--- src/rtl/calc_key_sequencer.sv ---
// Keypad-to-datapath sequencer: accumulates decimal operands and issues
// STORE/UPDATE/SHOW/RESET commands over a valid/ready handshake.
module calc_key_sequencer #(
    parameter int unsigned WIDTH      = 16,
    parameter int unsigned MAX_DIGITS = 4
) (
    input  logic             clk,
    input  logic             rst_n,
    input  logic             key_valid,
    input  logic [3:0]       key_code,
    output logic             key_ready,
    output logic             cmd_valid,
    output logic [1:0]       cmd_op,
    output logic [WIDTH-1:0] cmd_data,
    input  logic             cmd_ready,
    output logic [2:0]       digit_cnt,
    output logic             overflow,
    output logic             show_on
);

    typedef enum logic [1:0] {StIdle, StEntry, StIssue} state_t;

    localparam logic [1:0] OpStore  = 2'b00;
    localparam logic [1:0] OpUpdate = 2'b01;
    localparam logic [1:0] OpShow   = 2'b10;
    localparam logic [1:0] OpReset  = 2'b11;

    localparam logic [3:0] KeyEnter = 4'hA;
    localparam logic [3:0] KeyTotal = 4'hB;
    localparam logic [3:0] KeyClear = 4'hC;

    state_t           state;
    logic [WIDTH-1:0] operand;
    logic [WIDTH-1:0] operand_next;
    logic             stored_flag;
    logic             is_digit;
    logic             room;

    assign key_ready = (state != StIssue);
    assign cmd_valid = (state == StIssue);

    // Truncation of operand*10+d to WIDTH bits equals reducing modulo 2^WIDTH.
    assign operand_next = operand * WIDTH'(10) + WIDTH'(key_code);
    assign is_digit     = (key_code < 4'd10);
    assign room         = (digit_cnt < 3'(MAX_DIGITS));

    always_ff @(posedge clk or negedge rst_n) begin
        if (!rst_n) begin
            state       <= StIdle;
            operand     <= '0;
            digit_cnt   <= '0;
            overflow    <= 1'b0;
            show_on     <= 1'b0;
            stored_flag <= 1'b0;
            cmd_op      <= OpStore;
            cmd_data    <= '0;
        end else begin
            unique case (state)
                StIdle, StEntry: begin
                    if (key_valid) begin
                        if (is_digit) begin
                            if (room) begin
                                operand   <= operand_next;
                                digit_cnt <= digit_cnt + 3'd1;
                                state     <= StEntry;
                            end else begin
                                overflow <= 1'b1;
                            end
                        end else if (key_code == KeyEnter) begin
                            if (state == StEntry) begin
                                cmd_op   <= stored_flag ? OpUpdate : OpStore;
                                cmd_data <= operand;
                                state    <= StIssue;
                            end
                        end else if (key_code == KeyTotal) begin
                            cmd_op   <= OpShow;
                            cmd_data <= '0;
                            state    <= StIssue;
                        end else if (key_code == KeyClear) begin
                            cmd_op   <= OpReset;
                            cmd_data <= '0;
                            state    <= StIssue;
                        end
                    end
                end
                StIssue: begin
                    if (cmd_ready) begin
                        cmd_data <= '0;
                        unique case (cmd_op)
                            OpStore, OpUpdate: begin
                                stored_flag <= 1'b1;
                                operand     <= '0;
                                digit_cnt   <= '0;
                                overflow    <= 1'b0;
                                state       <= StIdle;
                            end
                            OpShow: begin
                                show_on <= ~show_on;
                                state   <= (digit_cnt != 3'd0) ? StEntry : StIdle;
                            end
                            OpReset: begin
                                stored_flag <= 1'b0;
                                operand     <= '0;
                                digit_cnt   <= '0;
                                overflow    <= 1'b0;
                                show_on     <= 1'b0;
                                state       <= StIdle;
                            end
                        endcase
                    end
                end
                default: state <= StIdle;
            endcase
        end
    end

endmodule
--- config.mk ---
export PLATFORM = sky130hd
export DESIGN_NAME = calc_key_sequencer
export DESIGN_NICKNAME = d
export VERILOG_FILES = /design/src/rtl/calc_key_sequencer.sv
export SDC_FILE = /design/constraint.sdc
export NUM_CORES = 1
export LEC_CHECK = 0
export ABC_AREA = 1
export CORE_MARGIN = 1.5
export CORE_UTILIZATION = 52
export DETAILED_ROUTE_END_ITERATION = 7
export PLACE_DENSITY = 0.77
export SYNTH_ARGS = -nofsm -noshare
export SYNTH_HDL_FRONTEND = slang
export SYNTH_SLANG_ARGS = --single-unit
--- constraint.sdc ---
create_clock -name clk -period 2.2 [get_ports clk]
set_input_delay 0.44 -clock clk [delete_from_list [all_inputs] [get_ports clk]]
set_output_delay 0.44 -clock clk [all_outputs]
set_load 0.05 [all_outputs]
# Word-level counts from Yosys, hierarchy flattened
# Cells that the tools add are included.
# word_totals
register_bits,42
inputBits,8
output_inout_bits,25
# classes
add_sub_neg,2
n_mul,1
magnitude_cmp,2
n_eq_ne,22
muxes,44
n_bitwise,2
reduce_logical,17
# op_table
op,count
$mux 16,12
$pmux 16 s2,2
$mux 2,12
$reduce_and 6->1,3
$add 16x4->16,1
$mul 16x3->15 const B,1
$mux 3,5
$ne 2x2->1 const B,7
$eq 4x4->1 const B,3
$reduce_and 5->1,2
$ne 4x4->1 const B,2
$pmux 2 s2,2
$mux 1,7
$eq 2x2->1 const B,3
$ne 3x3->1 const B,2
$pmux 1 s2,3
$pmux 3 s2,1
$reduce_and 3->1,2
$reduce_bool 2->1,3
$reduce_bool 3->1,2
$ne 5x5->1 const B,1
$eq 2x1->1 const B,2
$logic_not 2->1,2
$lt 4x4->1 const B,1
6 further kinds,9

# Logic depth before layout (Yosys ltp)
# Gate-level depths: netlist of the first run.
# depth
ltp_word,7
ltp_mapped,16
ltp_nobuf,16

# Worst setup path after synthesis of the first run
# No wires, ideal clock.
# synth_timing
path_kind,reg2reg
startpoint,register operand[1]
endpoint,register operand[14]
t_arrival_ns,2.310
required_ns,2.084
path_slack_ns,-0.226
path_stages_with_launch,16
period_less_slack_ns,2.426
path_cell_list,dfrtp_1 > ha_1 > ha_1 > fa_1 > nand2_2 > nand3_2 > nand3_1 > nand3_1 > nand2_1 > inv_2 > nor2_2 > nand3_1 > nand2_1 > nand2_1 > nand2_1 > nand2_1
# synth_between
elab_chain_cells,6
# synth_lines
item,line,rtl
from (decl),33,logic [WIDTH-1:0] operand;
from (signal assigned),63,operand <= operand_next;
$mul 16x3->15,43,assign operand_next = operand * WIDTH'(10) + WIDTH'(key_code);
$add 16x4->16,43,
$mux 16,62,if (room) begin
$mux 16,61,if (is_digit) begin
$mux 16,60,if (key_valid) begin
$pmux 16 s2,58,unique case (state)
# No other way between the ends. The select of a mux whose other input is x is not followed.
# A chain may end at the register's enable or synchronous reset.

# Worst setup path after layout of the first run
# layout_timing
startpoint,register operand[1]
endpoint,register operand[15]
# The elaborated chain is that of the path after synthesis.

==> results of run 1 <==
## timing repair
action                                  4_1_cts  5_1_grt
endpoints found under the setup margin        8        9
cloned                                        0        0
hold buffers                                  0        0
resized for setup                            20       20
pin swaps                                    17       15
buffers inserted                              4        3
## logic make-up after synthesis
| group | share of synthesized area, % |
|---|---|
| buffers and inverters | 9.18 |
| and+or+nand+nor | 30.9 |
| AOI/OAI and AO/OA | 11.1 |
| DFF | 34.1 |
| xor gates and xnor gates | 2.03 |
| adders and majority gates | 12.7 |
## layout make-up
| type | instances | area, um^2 | share of cell area [%] |
|---|---|---|---|
| Multi-Input combinational cell | 283 | 1940 | 46.7 |
| Inverter | 60 | 225 | 5.43 |
| Clock inverter | 3 | 68.8 | 1.66 |
| Timing Repair Buffer | 81 | 703 | 17.0 |
| Tap cell | 72 | 90.1 | 2.17 |
| Clock buffer | 5 | 68.8 | 1.66 |
| Sequential cell | 42 | 1050 | 25.4 |
## synthesized netlist by cell type (2+ instances only)
| cell | number | share of area, % |
|---|---|---|
| nand2_1 | 95 | 12 |
| inv_1 | 51 | 6.2 |
| dfrtp_1 | 42 | 34 |
| nand3_1 | 34 | 5.5 |
| ha_1 | 28 | 11 |
| o21ai_0 | 22 | 3.6 |
| nor2_1 | 20 | 2.4 |
| o21ai_1 | 13 | 2.1 |
| a21oi_1 | 10 | 1.6 |
| nand2_2 | 10 | 2.0 |
| inv_2 | 7 | 0.85 |
| a32o_1 | 6 | 1.9 |
| nand3_2 | 6 | 1.9 |
| nand4_1 | 5 | 1.0 |
| nor2_4 | 4 | 1.5 |
| or2_2 | 4 | 0.81 |
| a22o_1 | 3 | 0.85 |
| buf_6 | 3 | 1.1 |
| nand2_4 | 3 | 1.1 |
| nor2_2 | 3 | 0.61 |
| buf_4 | 2 | 0.49 |
| clkinv_1 | 2 | 0.24 |
| fa_1 | 2 | 1.3 |
| xnor2_1 | 2 | 0.57 |
| xor2_1 | 2 | 0.57 |
## critical path: cells and delay by family, from the launching register on
kind,cells,cell delay (ns)
adder cells (fa/ha/maj),3,0.98
flip-flops,1,0.43
AND/OR/NAND/NOR,10,0.94
## worst paths after layout
| check | slack (ns) | to | depth (start not counted) | from |
|---|---|---|---|---|
| max in group asynchronous | 1.54 | digit_cnt[2] | 2 | rst_n |
| min reg2reg | 0.49 | operand[15] | 2 | operand[15] |
| min in group clk | 0.49 | operand[15] | 2 | operand[15] |
| max reg2reg | -0.21 | operand[15] | 13 | operand[1] |
| min | 0.10 | cmd_data[15] | 1 | rst_n |
| max | -0.21 | operand[15] | 13 | operand[1] |
## stage by stage
| stage | setup TNS [ns] | setup WS [ns] | util [%] | std cells | hold slack, ns |
|---|---|---|---|---|---|
| detailed placement | -2.49 | -0.298 | 67.6 | 531 | 0.432 |
| CTS | -1.02 | -0.184 | 71.9 | 543 | 0.109 |
| global placement | -1.64 | -0.245 | 67.6 | 531 | 0.434 |
| finish | -1.22 | -0.212 | 73.9 | 546 | 0.102 |
| global route | -2.20 | -0.362 | 73.9 | 546 | 0.121 |
| floorplan | -0.460 | -0.135 | - | 392 | 0.144 |
## flip-flops by register name (all words and copies together) (netlist names)
signal	cells
cmd_data	16
operand	16
digit_cnt	3
cmd_op	2
state	2
overflow	1
show_on	1
stored_flag	1
## per-layer routing
metal	GRT usage (%)	wire, um
met2	48.0	3950
met4	7.07	170
met3	3.77	262
met1	29.0	3070
met5	0	0
## power by group
| part | switching [mW] | leakage [nW] | internal [mW] |
|---|---|---|---|
| logic | 3.10 | 1.47 | 2.29 |
| registers | 0.252 | 0.530 | 1.06 |
| clock network | 0.274 | 0.0683 | 0.455 |
| total | 3.62 | 2.06 | 3.80 |
==> out/results.txt, run 1 <==
Gate Count Post-Synth - 392
yosys warns - 0
final setup fails - 8
drc violations - 0
DRT iter0 DRCs - 185
CTS buffer count - 5
synth unique cells - 38
Max Root-Sink Buffers - 2
VDD IR max - 0.00115 V
Fillers - 386
Power Total - 7.42 mW
Ant. Diodes - 0
Final Wtd Congestion - 0.939
Fin. Hold Viols - 0
die height - 80.0 um
pwr/cell area - 1790 mW/mm^2
initial antenna violation count - 0
# Max-Cap Violations - 0
critical path class - flip-flop to flip-flop
commonest cells after routing, fill and taps aside - nand2_1, inv_1, buf_4
CTS sink count - 42
Clock Latency Late Sink - 0.29 ns
Total GRT Usage - 25.3%
final worst-path cycle share - 110%
CTS tree - done
PnR worst setup slack - -0.212 ns
Reg clk slew, reported paths - 0.09 ns
htree depth - 2
gr ovfl total - 0
Max Clock Skew - 0.00842 ns
final WL - 7460 um
relative slew slack - 64.9%
nets@finish - 511
Avg WL per Cell - 13.7 um
drt first pass iters - 4
most common cell after layout, fill and taps aside - nand2_1
detailed-placement wirelength estimate - 5610 um
Avg Inst Size Synth - 7.86 um^2
EDFF count, synth - 0
DR vias/cell - 5.26
Final ANT Viol Nets - 0
core area - 0.00561 mm^2
first-pass GRT wire length - 12600 um
Critical Path RT - 2.43 ns
delay of the slowest critical-path stage - 0.57 ns
worst-path cell chain - ha_4 -> ha_4 -> fa_2 -> nand3_2 -> nor2_2 -> nand2_2 -> nor2_4 -> nand3_4 -> nor2_4 -> nand3_1 -> nand2_1 -> nand3_1 -> nand2_1
Top FF cell, synth - dfrtp_1
Slew Viols, Final - 0
Area growth, synth to finish - 34.6%
number of global-route vias before repair - 2879
fraction of layout cells with a size suffix above 1 - 28.9%
Seq cells post-synth - 42
Die Wd - 80.0 um
io pins - 33
Mapped Area - 0.00308 mm^2
Total Die Area - 0.00639 mm^2
Worst Hold Class - input pin to asynchronous set/reset pin
critical path endpoint category - flip-flop
Async S/R FF share, synth - 100%
placed inst area - 0.00379 mm^2
post-route cell area - 0.00415 mm^2
Slowest-stage cell, CP - fa_2
status - finished with violations
register area share after synthesis - 34.1%
CP max FO - 4
crit path DAT - 2.64 ns
Leak - 2.06 nW
Worst setup SP type - flip-flop
syn nets - 430
Root Driver - clkbuf_8
Final Critical Period - 2.41 ns
Initial Utilization - 54.9%
Slew @ Worst Pin - 0.525 ns
Fmax achieved - 0.415 GHz
IO Port Bufs - 32
failing checks - setup timing
RSZ-0062 raised after global routing - yes
via count - 2874
Rows - 27
largest net degree at the start of global routing - 33
(Power assumes the default switching activity.)
==> run 2, diff against run 1 <==
ABC_CLOCK_PERIOD_IN_PS = 2200   (was default)
==> results of run 2 <==
The final DEF is identical to that of run 1; final timing and power are the same.
